[src/rtl/tx_ctx_pkt_arbiter_if.sv]
// Stream-side bundle of the context-packet arbiter: NUM fifo36 inputs
// merged onto one fifo36 output, plus the one-hot grant indication.
interface tx_ctx_pkt_arbiter_if #(
    parameter int NUM = 4
);
    logic [NUM-1:0][35:0] data_i;
    logic [NUM-1:0]       src_rdy_i;
    logic [NUM-1:0]       dst_rdy_o;
    logic [35:0]          data_o;
    logic                 src_rdy_o;
    logic                 dst_rdy_i;
    logic [NUM-1:0]       grant_o;

    // arbiter side
    modport slave (
        input  data_i, src_rdy_i, dst_rdy_i,
        output dst_rdy_o, data_o, src_rdy_o, grant_o
    );

    // producer/consumer side
    modport master (
        output data_i, src_rdy_i, dst_rdy_i,
        input  dst_rdy_o, data_o, src_rdy_o, grant_o
    );
endinterface

[src/rtl/tx_ctx_pkt_arbiter.sv]
// Packet-atomic arbiter for fifo36 context packets: priority class first,
// round-robin inside each class, one arbitration bubble per packet.
// Disabled inputs that are not the current owner are drained and their
// EOF beats counted in a saturating drop counter.
module tx_ctx_pkt_arbiter #(
    parameter int BASE = 0,
    parameter int NUM  = 4
) (
    input  logic                clk,
    input  logic                reset_n,
    input  logic                clear,
    input  logic                set_stb,
    input  logic [7:0]          set_addr,
    input  logic [31:0]         set_data,
    tx_ctx_pkt_arbiter_if.slave bus,
    output logic [15:0]         drop_count
);
    localparam int         IW   = $clog2(NUM);
    localparam logic [7:0] ADDR = 8'(BASE);

    typedef enum logic {IDLE = 1'b0, GRANT = 1'b1} state_t;

    state_t         state, state_nxt;
    logic [NUM-1:0] enable, prio;
    logic [IW-1:0]  owner, owner_inc, rr_hi, rr_lo, ptr, pick;
    logic           owner_hi, pick_hi, found;
    logic [NUM-1:0] req, req_hi, cand, drain, drain_eof;
    logic           xfer, eof_xfer;
    logic [3:0]     drops;
    logic [16:0]    drop_sum;
    logic           unused_set;

    // Only the two mask fields of the settings word are meaningful.
    assign unused_set = ^set_data;

    // (p + k) mod NUM, valid for any NUM, not only powers of two.
    function automatic logic [IW-1:0] wrap_add(input logic [IW-1:0] p, input int k);
        int s;
        s = int'(p) + k;
        if (s >= NUM) s = s - NUM;
        return IW'(s);
    endfunction

    // Control register: enable and priority masks.
    always_ff @(posedge clk or negedge reset_n) begin
        if (!reset_n) begin
            enable <= '1;
            prio   <= '0;
        end else if (set_stb && set_addr == ADDR) begin
            enable <= set_data[NUM-1:0];
            prio   <= set_data[NUM+15:16];
        end
    end

    // Two-level pick: high class if it has any requester, then first at/after its pointer.
    always_comb begin
        req     = bus.src_rdy_i & enable;
        req_hi  = req & prio;
        pick_hi = |req_hi;
        cand    = pick_hi ? req_hi : req;
        ptr     = pick_hi ? rr_hi : rr_lo;
        pick    = '0;
        found   = 1'b0;
        for (int k = 0; k < NUM; k++) begin
            if (!found && cand[wrap_add(ptr, k)]) begin
                found = 1'b1;
                pick  = wrap_add(ptr, k);
            end
        end
    end

    // Owner handshake and the EOF beat that releases ownership.
    always_comb begin
        xfer      = (state == GRANT) && bus.src_rdy_i[owner] && bus.dst_rdy_i;
        eof_xfer  = xfer && bus.data_i[owner][33];
        owner_inc = wrap_add(owner, 1);
    end

    // Drain disabled non-owner inputs and count their EOF beats this cycle.
    always_comb begin
        drops = '0;
        for (int n = 0; n < NUM; n++) begin
            drain[n]     = !enable[n] && !(state == GRANT && owner == IW'(n));
            drain_eof[n] = drain[n] && bus.src_rdy_i[n] && bus.data_i[n][33];
            drops        = drops + 4'(drain_eof[n]);
        end
        drop_sum = {1'b0, drop_count} + 17'(drops);
    end

    // FSM state register.
    always_ff @(posedge clk or negedge reset_n) begin
        if (!reset_n) state <= IDLE;
        else          state <= state_nxt;
    end

    // FSM next state: leave IDLE on any request, leave GRANT on the owner's EOF.
    always_comb begin
        state_nxt = state;
        case (state)
            IDLE:    if (|req)    state_nxt = GRANT;
            GRANT:   if (eof_xfer) state_nxt = IDLE;
            default: state_nxt = IDLE;
        endcase
    end

    // FSM outputs: pass-through for the owner, drain for disabled inputs.
    always_comb begin
        bus.data_o    = '0;
        bus.src_rdy_o = 1'b0;
        bus.dst_rdy_o = drain;
        if (state == GRANT) begin
            bus.data_o           = bus.data_i[owner];
            bus.src_rdy_o        = bus.src_rdy_i[owner];
            bus.dst_rdy_o[owner] = bus.dst_rdy_i;
        end
    end

    // Latch the winner and its class; grant_o is held until its EOF transfers.
    always_ff @(posedge clk or negedge reset_n) begin
        if (!reset_n) begin
            owner       <= '0;
            owner_hi    <= 1'b0;
            bus.grant_o <= '0;
        end else if (state == IDLE && |req) begin
            owner       <= pick;
            owner_hi    <= pick_hi;
            bus.grant_o <= {{(NUM-1){1'b0}}, 1'b1} << pick;
        end else if (eof_xfer) begin
            bus.grant_o <= '0;
        end
    end

    // Per-class round-robin pointers; clear overrides a coincident EOF update.
    always_ff @(posedge clk or negedge reset_n) begin
        if (!reset_n) begin
            rr_hi <= '0;
            rr_lo <= '0;
        end else if (clear) begin
            rr_hi <= '0;
            rr_lo <= '0;
        end else if (eof_xfer) begin
            if (owner_hi) rr_hi <= owner_inc;
            else          rr_lo <= owner_inc;
        end
    end

    // Saturating drop counter; clear wins over a same-cycle drained EOF.
    always_ff @(posedge clk or negedge reset_n) begin
        if (!reset_n)         drop_count <= '0;
        else if (clear)       drop_count <= '0;
        else if (drop_sum[16]) drop_count <= 16'hFFFF;
        else                  drop_count <= drop_sum[15:0];
    end
endmodule

[src/flat_wrapper.sv]
// flat-port wrapper written by rule: the top's interface ports become plain ports
module tx_ctx_pkt_arbiter_flat 
#(
    parameter int BASE = 0,
    parameter int NUM  = 4
)
  (clk, reset_n, clear, set_stb, set_addr, set_data, drop_count, bus_data_i, bus_src_rdy_i, bus_dst_rdy_i, bus_dst_rdy_o, bus_data_o, bus_src_rdy_o, bus_grant_o);
  tx_ctx_pkt_arbiter_if #(.NUM(NUM)) bus_i ();
  input  logic clk;
  input  logic reset_n;
  input  logic clear;
  input  logic set_stb;
  input  logic [7:0] set_addr;
  input  logic [31:0] set_data;
  output logic [15:0] drop_count;
  input wire logic [$bits(bus_i.data_i)-1:0] bus_data_i;
  input wire logic [$bits(bus_i.src_rdy_i)-1:0] bus_src_rdy_i;
  input wire logic [$bits(bus_i.dst_rdy_i)-1:0] bus_dst_rdy_i;
  output wire logic [$bits(bus_i.dst_rdy_o)-1:0] bus_dst_rdy_o;
  output wire logic [$bits(bus_i.data_o)-1:0] bus_data_o;
  output wire logic [$bits(bus_i.src_rdy_o)-1:0] bus_src_rdy_o;
  output wire logic [$bits(bus_i.grant_o)-1:0] bus_grant_o;
  assign bus_i.data_i = bus_data_i;
  assign bus_i.src_rdy_i = bus_src_rdy_i;
  assign bus_i.dst_rdy_i = bus_dst_rdy_i;
  assign bus_dst_rdy_o = bus_i.dst_rdy_o;
  assign bus_data_o = bus_i.data_o;
  assign bus_src_rdy_o = bus_i.src_rdy_o;
  assign bus_grant_o = bus_i.grant_o;
  tx_ctx_pkt_arbiter #(.BASE(BASE), .NUM(NUM)) u_core (.clk(clk), .reset_n(reset_n), .clear(clear), .set_stb(set_stb), .set_addr(set_addr), .set_data(set_data), .bus(bus_i), .drop_count(drop_count));
endmodule
[config.mk]
export PLATFORM = sky130hd
export DESIGN_NAME = tx_ctx_pkt_arbiter_flat
export DESIGN_NICKNAME = d
export VERILOG_FILES = /design/src/rtl/tx_ctx_pkt_arbiter_if.sv /design/src/rtl/tx_ctx_pkt_arbiter.sv /design/src/flat_wrapper.sv
export SDC_FILE = /design/constraint.sdc
export NUM_CORES = 1
export LEC_CHECK = 0
export BUFFER_PORTS_ARGS = -buffer_cell sky130_fd_sc_hd__buf_2
export CORE_AREA = 2 2 98 100
export CTS_CLUSTER_DIAMETER = 40
export DETAILED_ROUTE_END_ITERATION = 10
export DIE_AREA = 0 0 100 102
export MAX_ROUTING_LAYER = met4
export PLACE_DENSITY_LB_ADDON = 0.2
export SYNTH_ARGS = -nofsm -noshare
export SYNTH_HDL_FRONTEND = slang
export SYNTH_SLANG_ARGS = --single-unit
export TNS_END_PERCENT = 30
[constraint.sdc]
create_clock -name clk -period 5.7 [get_ports clk]
set_input_delay 1.14 -clock clk [delete_from_list [all_inputs] [get_ports clk]]
set_output_delay 1.14 -clock clk [all_outputs]
set_load 0.005 [all_outputs]
==> out/results.ini, run 1 <==
[logic_synthesis]
syn_area_per_cell_um2 = 10.9
synth.largest_area_cell = mux4_2
synth_edf_count = 0
synthesis.area_mm2 = 0.00326
synth_top_area_share_pct = 25.6
syn-num-nets = 504
synth_cells = 300
synthArstFlopShare_pct = 100
ys_warn_count = 0
synth_flop_cell = dfrtp_1
ys_seq_elements = 36
ys_top_cells_by_area = mux4_2 26%, dfrtp_1 25%, and2_1 7.7%
synth_cell_types = 53
ys_seq_area_share_pct = 27.8

[sta]
fin_skew_ns = 0.00522
slew_viol_final = 0
setup_viol = 0
tns_ns = 0
rsz0062_at_grt = no
max_freq_mhz = 220
fin_hold_ws_ns = 0.502
layout_min_cycle_time_ns = 4.55
tightest_slew_ns = 0.793
hold_viol_final = 0
finalCritPeriodShare_pct = 79.8
maxSlewHeadroom_pct = 47.2

[placed_design]
gp_congestion = 0.882
dp_hpwl_um = 9480
port_buffers = 229

[floorplanning]
die_area_mm2 = 0.0102
fp.dieW_um = 100
core-area_mm2 = 0.00911
row_count = 35
start_util_pct = 35.8
num_io_pins = 254
die_y_um = 102

[power_and_ir_drop]
ir_drop_uv = 144
p_clk_share_pct = 22.8
p_leak_nw = 2.30
p_comb_share_pct = 45.3
total_power_w = 0.000998
power_density_mw_per_mm2 = 216
intPower_w = 0.000655
switching_share_pct = 34.4
power_switching_w = 0.000343
power.share.sequential_pct = 31.9

[grt]
antenna_found_initial = 3
grt_max_degree = 37
grt_usage_pct = 22.3
grt_pass1_vias = 3299
grt_pass1_wl_um = 17200
gr-total-overflow = 0

[worst_setup_path]
endpoint_kind = flop
critPathLaunchType = flop
worstSetupPathType = reg2reg
critical_path.max_fanout = 24
arrival_ns = 4.75
cp.required_ns = 5.90

[routing]
viasPerCell = 5.17
vias = 3310
drt_pass1_iterations = 4
drc = 0
wl_per_cell_um = 18.3
drt_iter0_drc = 80
postRouteAntennaNets = 0
routed_wl_um = 11700

[clock_tree]
cts_sinks = 36
cts_resized = 0
numCtsBuffers = 5
cts_setup_buffers = 0
cts.root.buffer_cell = clkbuf_8
cts.hold.buffers_added = 0
cts_tree = built
clk_path_buf_depth = 2
clk_latency_ns = 0.29
cts_max_level = 2
cts.reportedPaths.clkPinSlew_ns = 0.08

[finish]
fillers = 891
utilization_pct = 50.8
nets = 729
multi_input_area_mm2 = 0.00225
final_layout_size_suffix_gt1_share_pct = 57.8
seq_area_um2 = 907
area_delta_synth_final_pct = 41.8

[flow_run]
max_cap_violations = 0

[run_status]
status = completed

[worst_hold_path]
min_path_type = reg2reg

-- flip-flops by register name (all words and copies together) (netlist names) --
name                count
u_core.rr_lo            2
u_core.rr_hi            2
u_core.prio             4
u_core.drop_count      16
u_core.state            1
u_core.bus.grant_o      4
u_core.enable           4
u_core.owner_hi         1
u_core.owner            2
-- cell usage in the layout, fill, tap and decap left out, types with 2 or more instances in the layout --
master / netlist / routed
nand2_1: 22 / 22
o21ai_0: 3 / 3
inv_1: 8 / 8
nand3_4: 2 / 2
xnor2_1: 3 / 3
nand3_1: 9 / 9
a21o_1: 3 / 3
dfrtp_1: 32 / 31
nand3_2: 3 / 3
mux2i_1: 4 / 4
a21oi_1: 28 / 28
o22ai_1: 4 / 4
clkbuf_8: 0 / 5
nand4_1: 6 / 6
buf_4: 3 / 4
ha_1: 9 / 9
diode_2: 0 / 3
and4b_1: 2 / 2
dfstp_2: 4 / 4
nor2_1: 15 / 15
and2_1: 40 / 40
fa_1: 2 / 2
buf_2: 3 / 229
xor2_1: 9 / 9
nor3_1: 4 / 4
mux4_2: 37 / 37
and2b_1: 2 / 2
nand2b_1: 2 / 2
mux2_2: 8 / 8
-- path summary, 6_finish.rpt --
check	from	endpoint	slack (ns)	cells past startpoint
max	u_core.owner[0]$_DFFE_PN0P_	u_core.drop_count[7]$_DFF_PN0_	1.15	14
min	u_core.bus.grant_o[1]$_DFFE_PN0P_	u_core.bus.grant_o[1]$_DFFE_PN0P_	0.50	2
max reg2reg	u_core.owner[0]$_DFFE_PN0P_	u_core.drop_count[7]$_DFF_PN0_	1.15	14
min reg2reg	u_core.bus.grant_o[1]$_DFFE_PN0P_	u_core.bus.grant_o[1]$_DFFE_PN0P_	0.50	2
max in group asynchronous	reset_n	u_core.owner[0]$_DFFE_PN0P_	4.23	1
min in group asynchronous	reset_n	u_core.prio[2]$_DFFE_PN0P_	0.91	1
-- synthesized netlist by cell type, drive strengths merged (2+ instances only) --
master / n
a21o: 3
a21oi: 28
a31oi: 2
a41oi: 2
and2: 42
and2b: 3
and4b: 2
buf: 7
clkbuf: 8
dfrtp: 32
dfstp: 4
fa: 2
ha: 9
inv: 8
mux2: 8
mux2i: 5
mux4: 37
nand2: 22
nand2b: 2
nand3: 14
nand4: 7
nor2: 15
nor3: 4
o21ai: 3
o22ai: 4
xnor2: 3
xor2: 9
-- final cells by class --
type	instances	share of cell area [%]
antenna	3	0.162
clock buffer	5	1.49
clock inverter	3	0.920
inverter	8	0.650
multi-input combinational	241	48.7
sequential	36	19.6
tap	111	3.00
timing repair buffer	233	25.4
-- logic make-up after synthesis --
family / Yosys count / synth area share (%)
flip-flops: 36 / 27.8
XOR/XNOR: 12 / 3.22
AO/OA/AOI/OAI: 52 / 10.4
multiplexers: 50 / 30.0
AND/OR/NAND/NOR: 116 / 20.8
buffers and inverters: 23 / 3.11
adder cells (fa/ha/maj): 11 / 4.68
-- through the flow --
step           std cells  instance area [µm²]  setup WS, ns
3_3_place_gp         629                 4500          1.18
2_1_floorplan        300                 3260          1.71
6_report             640                 4620          1.15
5_1_grt              640                 4620         0.668
3_5_place_dp         629                 4500          1.07
4_1_cts              637                 4620          1.04
-- power groups by stage --
| stage | Sequential (W) | Combinational, W | Clock (W) |
|---|---|---|---|
| 6_report | 0.000318 | 0.000452 | 0.000228 |
| 5_1_grt | 0.000324 | 0.000499 | 0.000248 |
| 4_1_cts | 0.000319 | 0.000459 | 0.000237 |
| 3_5_place_dp | 0.000324 | 0.000458 | 0 |
| 3_3_place_gp | 0.000324 | 0.000450 | 0 |
| 2_1_floorplan | 0.000301 | 0.000257 | 0 |
-- metal layers --
metal	routed length (µm)	track usage, %	up-vias
li1	-	-	1586
met1	4840	27.3	1585
met2	5810	36.2	115
met3	757	5.34	24
met4	278	8.01	0
met5	0	-	-
-- critical path, cell delays in order (launching register included) --
cell      delay, ns
dfrtp_2        0.72
buf_4          0.50
ha_1           0.22
nand2_1        0.08
nand3_1        0.10
nor2_1         0.06
fa_1           0.44
ha_1           0.31
inv_1          0.06
fa_1           0.42
nand2b_1       0.17
a21oi_1        0.28
and2b_1        0.20
nand4_1        0.51
a21oi_1        0.36
Power figures use the tool's default switching activity.
==> inputs of run 2 (changes only) <==
--- a/config.mk
+++ b/config.mk
@@ -5,11 +5,12 @@
 export SDC_FILE = /design/constraint.sdc
 export NUM_CORES = 1
 export LEC_CHECK = 0
+export ABC_AREA = 1
 export BUFFER_PORTS_ARGS = -buffer_cell sky130_fd_sc_hd__buf_2
-export CORE_AREA = 2 2 98 100
+export CORE_MARGIN = 2
+export CORE_UTILIZATION = 39
 export CTS_CLUSTER_DIAMETER = 40
 export DETAILED_ROUTE_END_ITERATION = 10
-export DIE_AREA = 0 0 100 102
 export MAX_ROUTING_LAYER = met4
 export PLACE_DENSITY_LB_ADDON = 0.2
 export SYNTH_ARGS = -nofsm -noshare
==> constraint.sdc (replaced) <==
create_clock -name clk -period 3.8 [get_ports clk]
set_input_delay 0.76 -clock clk [delete_from_list [all_inputs] [get_ports clk]]
set_output_delay 0.76 -clock clk [all_outputs]
set_load 0.005 [all_outputs]
==> run 2 against run 1 <==
  * Global-route usage rose by 0.22 points
  * Design area rose by 14%
  * First-iteration DRC count rose by 110%
  * Synthesized cell count rose by 110%
  * Critical path type unchanged
  * Largest power group unchanged
  * Highest routed layer unchanged
==> out/results.ini, run 2 <==
[run_status]
status = completed

[grt]
antenna_found_initial = 0  ; -3
grt_max_degree = 76  ; +110%
grt_pass1_vias = 4081  ; +24%
grt_pass1_wl_um = 18800  ; +9.1%
grt_usage_pct = 22.5  ; +0.22 points
gr-total-overflow = 0  ; unchanged

[logic_synthesis]
ys_top_cells_by_area = dfrtp_1 21%, nor2_1 15%, o21ai_0 13%
synthArstFlopShare_pct = 100  ; unchanged
synth_cell_types = 38  ; -28%
ys_seq_elements = 36  ; unchanged
synth.largest_area_cell = dfrtp_1
synth_top_area_share_pct = 20.9  ; -4.7 points
synth_commonest_cells = 157 x nor2_1, 101 x nand2_1, 99 x o21ai_0
ys_seq_area_share_pct = 23.7  ; -4.1 points
synthesis.area_mm2 = 0.00383  ; +17%
syn-num-nets = 836  ; +66%
synth_cells = 632  ; +110%
synth_edf_count = 0  ; unchanged
syn_area_per_cell_um2 = 6.06  ; -44%
yosysMostFrequentCell = nor2_1
synth_flop_cell = dfrtp_1
ys_warn_count = 0  ; unchanged

[floorplanning]
row_count = 36  ; +2.9%
die_y_um = 103  ; +1.1%
num_io_pins = 254  ; unchanged
core-area_mm2 = 0.00964  ; +5.8%
die_area_mm2 = 0.0106  ; +4.2%
start_util_pct = 39.7  ; +3.9 points
fp.dieW_um = 103  ; +3.1%

[sta]
fin_skew_ns = 0.00609  ; +0.000877 ns
tns_ns = 0  ; unchanged
layout_min_cycle_time_ns = 3.59  ; -0.956 ns
maxSlewHeadroom_pct = 46.6  ; -0.60 points
hold_viol_final = 0  ; unchanged
tightest_slew_ns = 0.802  ; +0.00903 ns
slew_viol_final = 0  ; unchanged
setup_viol = 0  ; unchanged
finalCritPeriodShare_pct = 94.5  ; +15 points
max_freq_mhz = 279  ; +27%

[clock_tree]
cts_max_level = 2  ; unchanged
clk_path_buf_depth = 2  ; unchanged
cts_tree = built
cts.root.buffer_cell = clkbuf_8
cts_sinks = 36  ; unchanged
cts.reportedPaths.clkPinSlew_ns = 0.08  ; about the same
clk_latency_ns = 0.29  ; about the same
numCtsBuffers = 5  ; unchanged
cts.hold.buffers_added = 0  ; unchanged

[worst_setup_path]
cp.required_ns = 3.99  ; -1.91 ns
critPathLaunchType = flop
r2r-start = u_core.owner[0]$_DFFE_PN0P_
slowest_delay_ns = 0.41  ; -0.31 ns
arrival_ns = 3.78  ; -0.97 ns
worstSetupStartpoint = u_core.owner[0]$_DFFE_PN0P_
endpoint_kind = flop
cp_slowest_cell = dfrtp_2
worstSetupPathType = reg2reg
cp_cell_sequence = inv_2 > ha_1 > nand2_1 > nand2_1 > nor3_2 > ha_1 > fa_1 > ha_1 > inv_1 > fa_2 > o21ai_2 > nand2_2 > nor3b_4 > nand2_1 > inv_2 > nand3_2 > inv_2 > nand3_1 > xor2_1 > o21ai_1 > inv_1
critical_path.max_fanout = 4  ; -83%

[power_and_ir_drop]
p_leak_nw = 2.89  ; +26%
switching_share_pct = 50.0  ; +16 points
ir_drop_uv = 370  ; +160%
total_power_w = 0.00259  ; +160%
intPower_w = 0.00129  ; +98%
p_comb_share_pct = 70.7  ; +25 points
power_density_mw_per_mm2 = 492  ; +130%
p_clk_share_pct = 11.2  ; -12 points
power_switching_w = 0.00129  ; +280%
power.share.sequential_pct = 18.1  ; -14 points

[placed_design]
dp_hpwl_um = 10300  ; +9.0%
gp_congestion = 0.877  ; -0.54%
port_buffers = 229  ; unchanged

[routing]
wl_per_cell_um = 13.2  ; -28%
drc = 0  ; unchanged
postRouteAntennaNets = 0  ; unchanged
dr_wl_met2_um = 6490  ; +12%
wl_met3_um = 843  ; +11%
drt_iter0_drc = 171  ; +110%
vias = 4890  ; +48%
wl_met1_um = 5560  ; +15%
viasPerCell = 4.95  ; -4.3%
top_layer = met4
routed_wl_um = 13000  ; +11%
drt_pass1_iterations = 4  ; unchanged

[worst_hold_path]
min_path_type = reg2reg
min-delay-start = u_core.bus.grant_o[3]$_DFFE_PN0P_

[finish]
largest_reg_flops = 16  ; unchanged
final_layout_size_suffix_gt1_share_pct = 36.7  ; -21 points
seq_area_um2 = 907  ; unchanged
final_cell_mix = 229 x buf_2, 157 x nor2_1, 100 x nand2_1
mostFrequentLayoutCell = buf_2
diodes = 0  ; -3
top_register = u_core.drop_count
nets = 1058  ; +45%
multi_input_area_mm2 = 0.00260  ; +16%
fillers = 1010  ; +13%
area_delta_synth_final_pct = 37.4

[flow_run]
max_cap_violations = 0  ; unchanged

run 2: cell count changes in the layout (fill, tap and decap cells not counted), moves of 36 or more:
cell / previous run / this run
nor2_1: 15 / 157
and2_1: 40 / 0
mux4_2: 37 / 0
inv_1: 8 / 44
nand2_1: 22 / 100
o21ai_0: 3 / 99
run 2: final timing paths:
kind	endpoint	slack, ns	cells after the start
max	u_core.drop_count[14]$_DFF_PN0_	0.21	21
min	u_core.bus.grant_o[3]$_DFFE_PN0P_	0.48	2
max reg2reg	u_core.drop_count[14]$_DFF_PN0_	0.21	21
min reg2reg	u_core.bus.grant_o[3]$_DFFE_PN0P_	0.48	2
max in group asynchronous	u_core.owner[0]$_DFFE_PN0P_	2.69	1
min in group asynchronous	u_core.drop_count[9]$_DFF_PN0_	0.55	1
run 2: cell families after synthesis:
| group | Yosys count | share of synthesized area, % |
|---|---|---|
| fa+ha+maj | 11 | 3.99 |
| mux | 4 | 1.18 |
| buf+inv | 85 | 9.05 |
| simple gates | 331 | 39.3 |
| compound gates | 157 | 21.0 |
| flops | 36 | 23.7 |
| xor+xnor | 8 | 1.83 |
run 2: repair_timing:
item | in CTS | in global routing
buffers inserted | 0 | 2
resized for setup | 0 | 10
endpoints found under the setup margin | 0 | 15
run 2: power groups by stage:
stage	registers (W)	clock network, W	logic, W
2_1_floorplan	0.000468	0	0.00122
3_3_place_gp	0.000475	0	0.00179
3_5_place_dp	0.000474	0	0.00182
4_1_cts	0.000467	0.000298	0.00183
5_1_grt	0.000475	0.000316	0.00205
6_report	0.000469	0.000289	0.00183
run 2: metrics by stage:
step | setup slack, ns | cells | cell area [µm²] | hold WS, ns | util, %
after floorplan | 0.0245 | 632 | 3860 | 0.464 | -
after global placement | -0.0973 | 978 | 5120 | 0.461 | 53.1
after detailed placement | -0.144 | 978 | 5120 | 0.461 | 53.1
after CTS | 0.0149 | 986 | 5220 | 0.481 | 54.1
after global routing | -0.00132 | 988 | 5260 | 0.523 | 54.6
final | 0.211 | 988 | 5260 | 0.478 | 54.6
run 2: worst max-delay path: cells and delay by family (launching register included):
kind	cells	cell delay, ns
fa+ha+maj	5	1.50
simple gates	8	0.86
flops	1	0.41
buf+inv	5	0.32
compound gates	2	0.25
xor+xnor	1	0.15
run 2: cell type report:
class,instances,area share [%]
tap,133,3.16
sequential,36,17.2
clock inverter,1,0.143
timing repair buffer,248,24.6
clock buffer,7,1.64
inverter,52,3.71
multi-input combinational,511,49.5
run 2: per-layer routing:
layer  vias up  GRT usage [%]
li1       2487              -
met1      2241           28.8
met2       154           38.3
met3         8           3.53
met4         0           3.64
met5         -              -
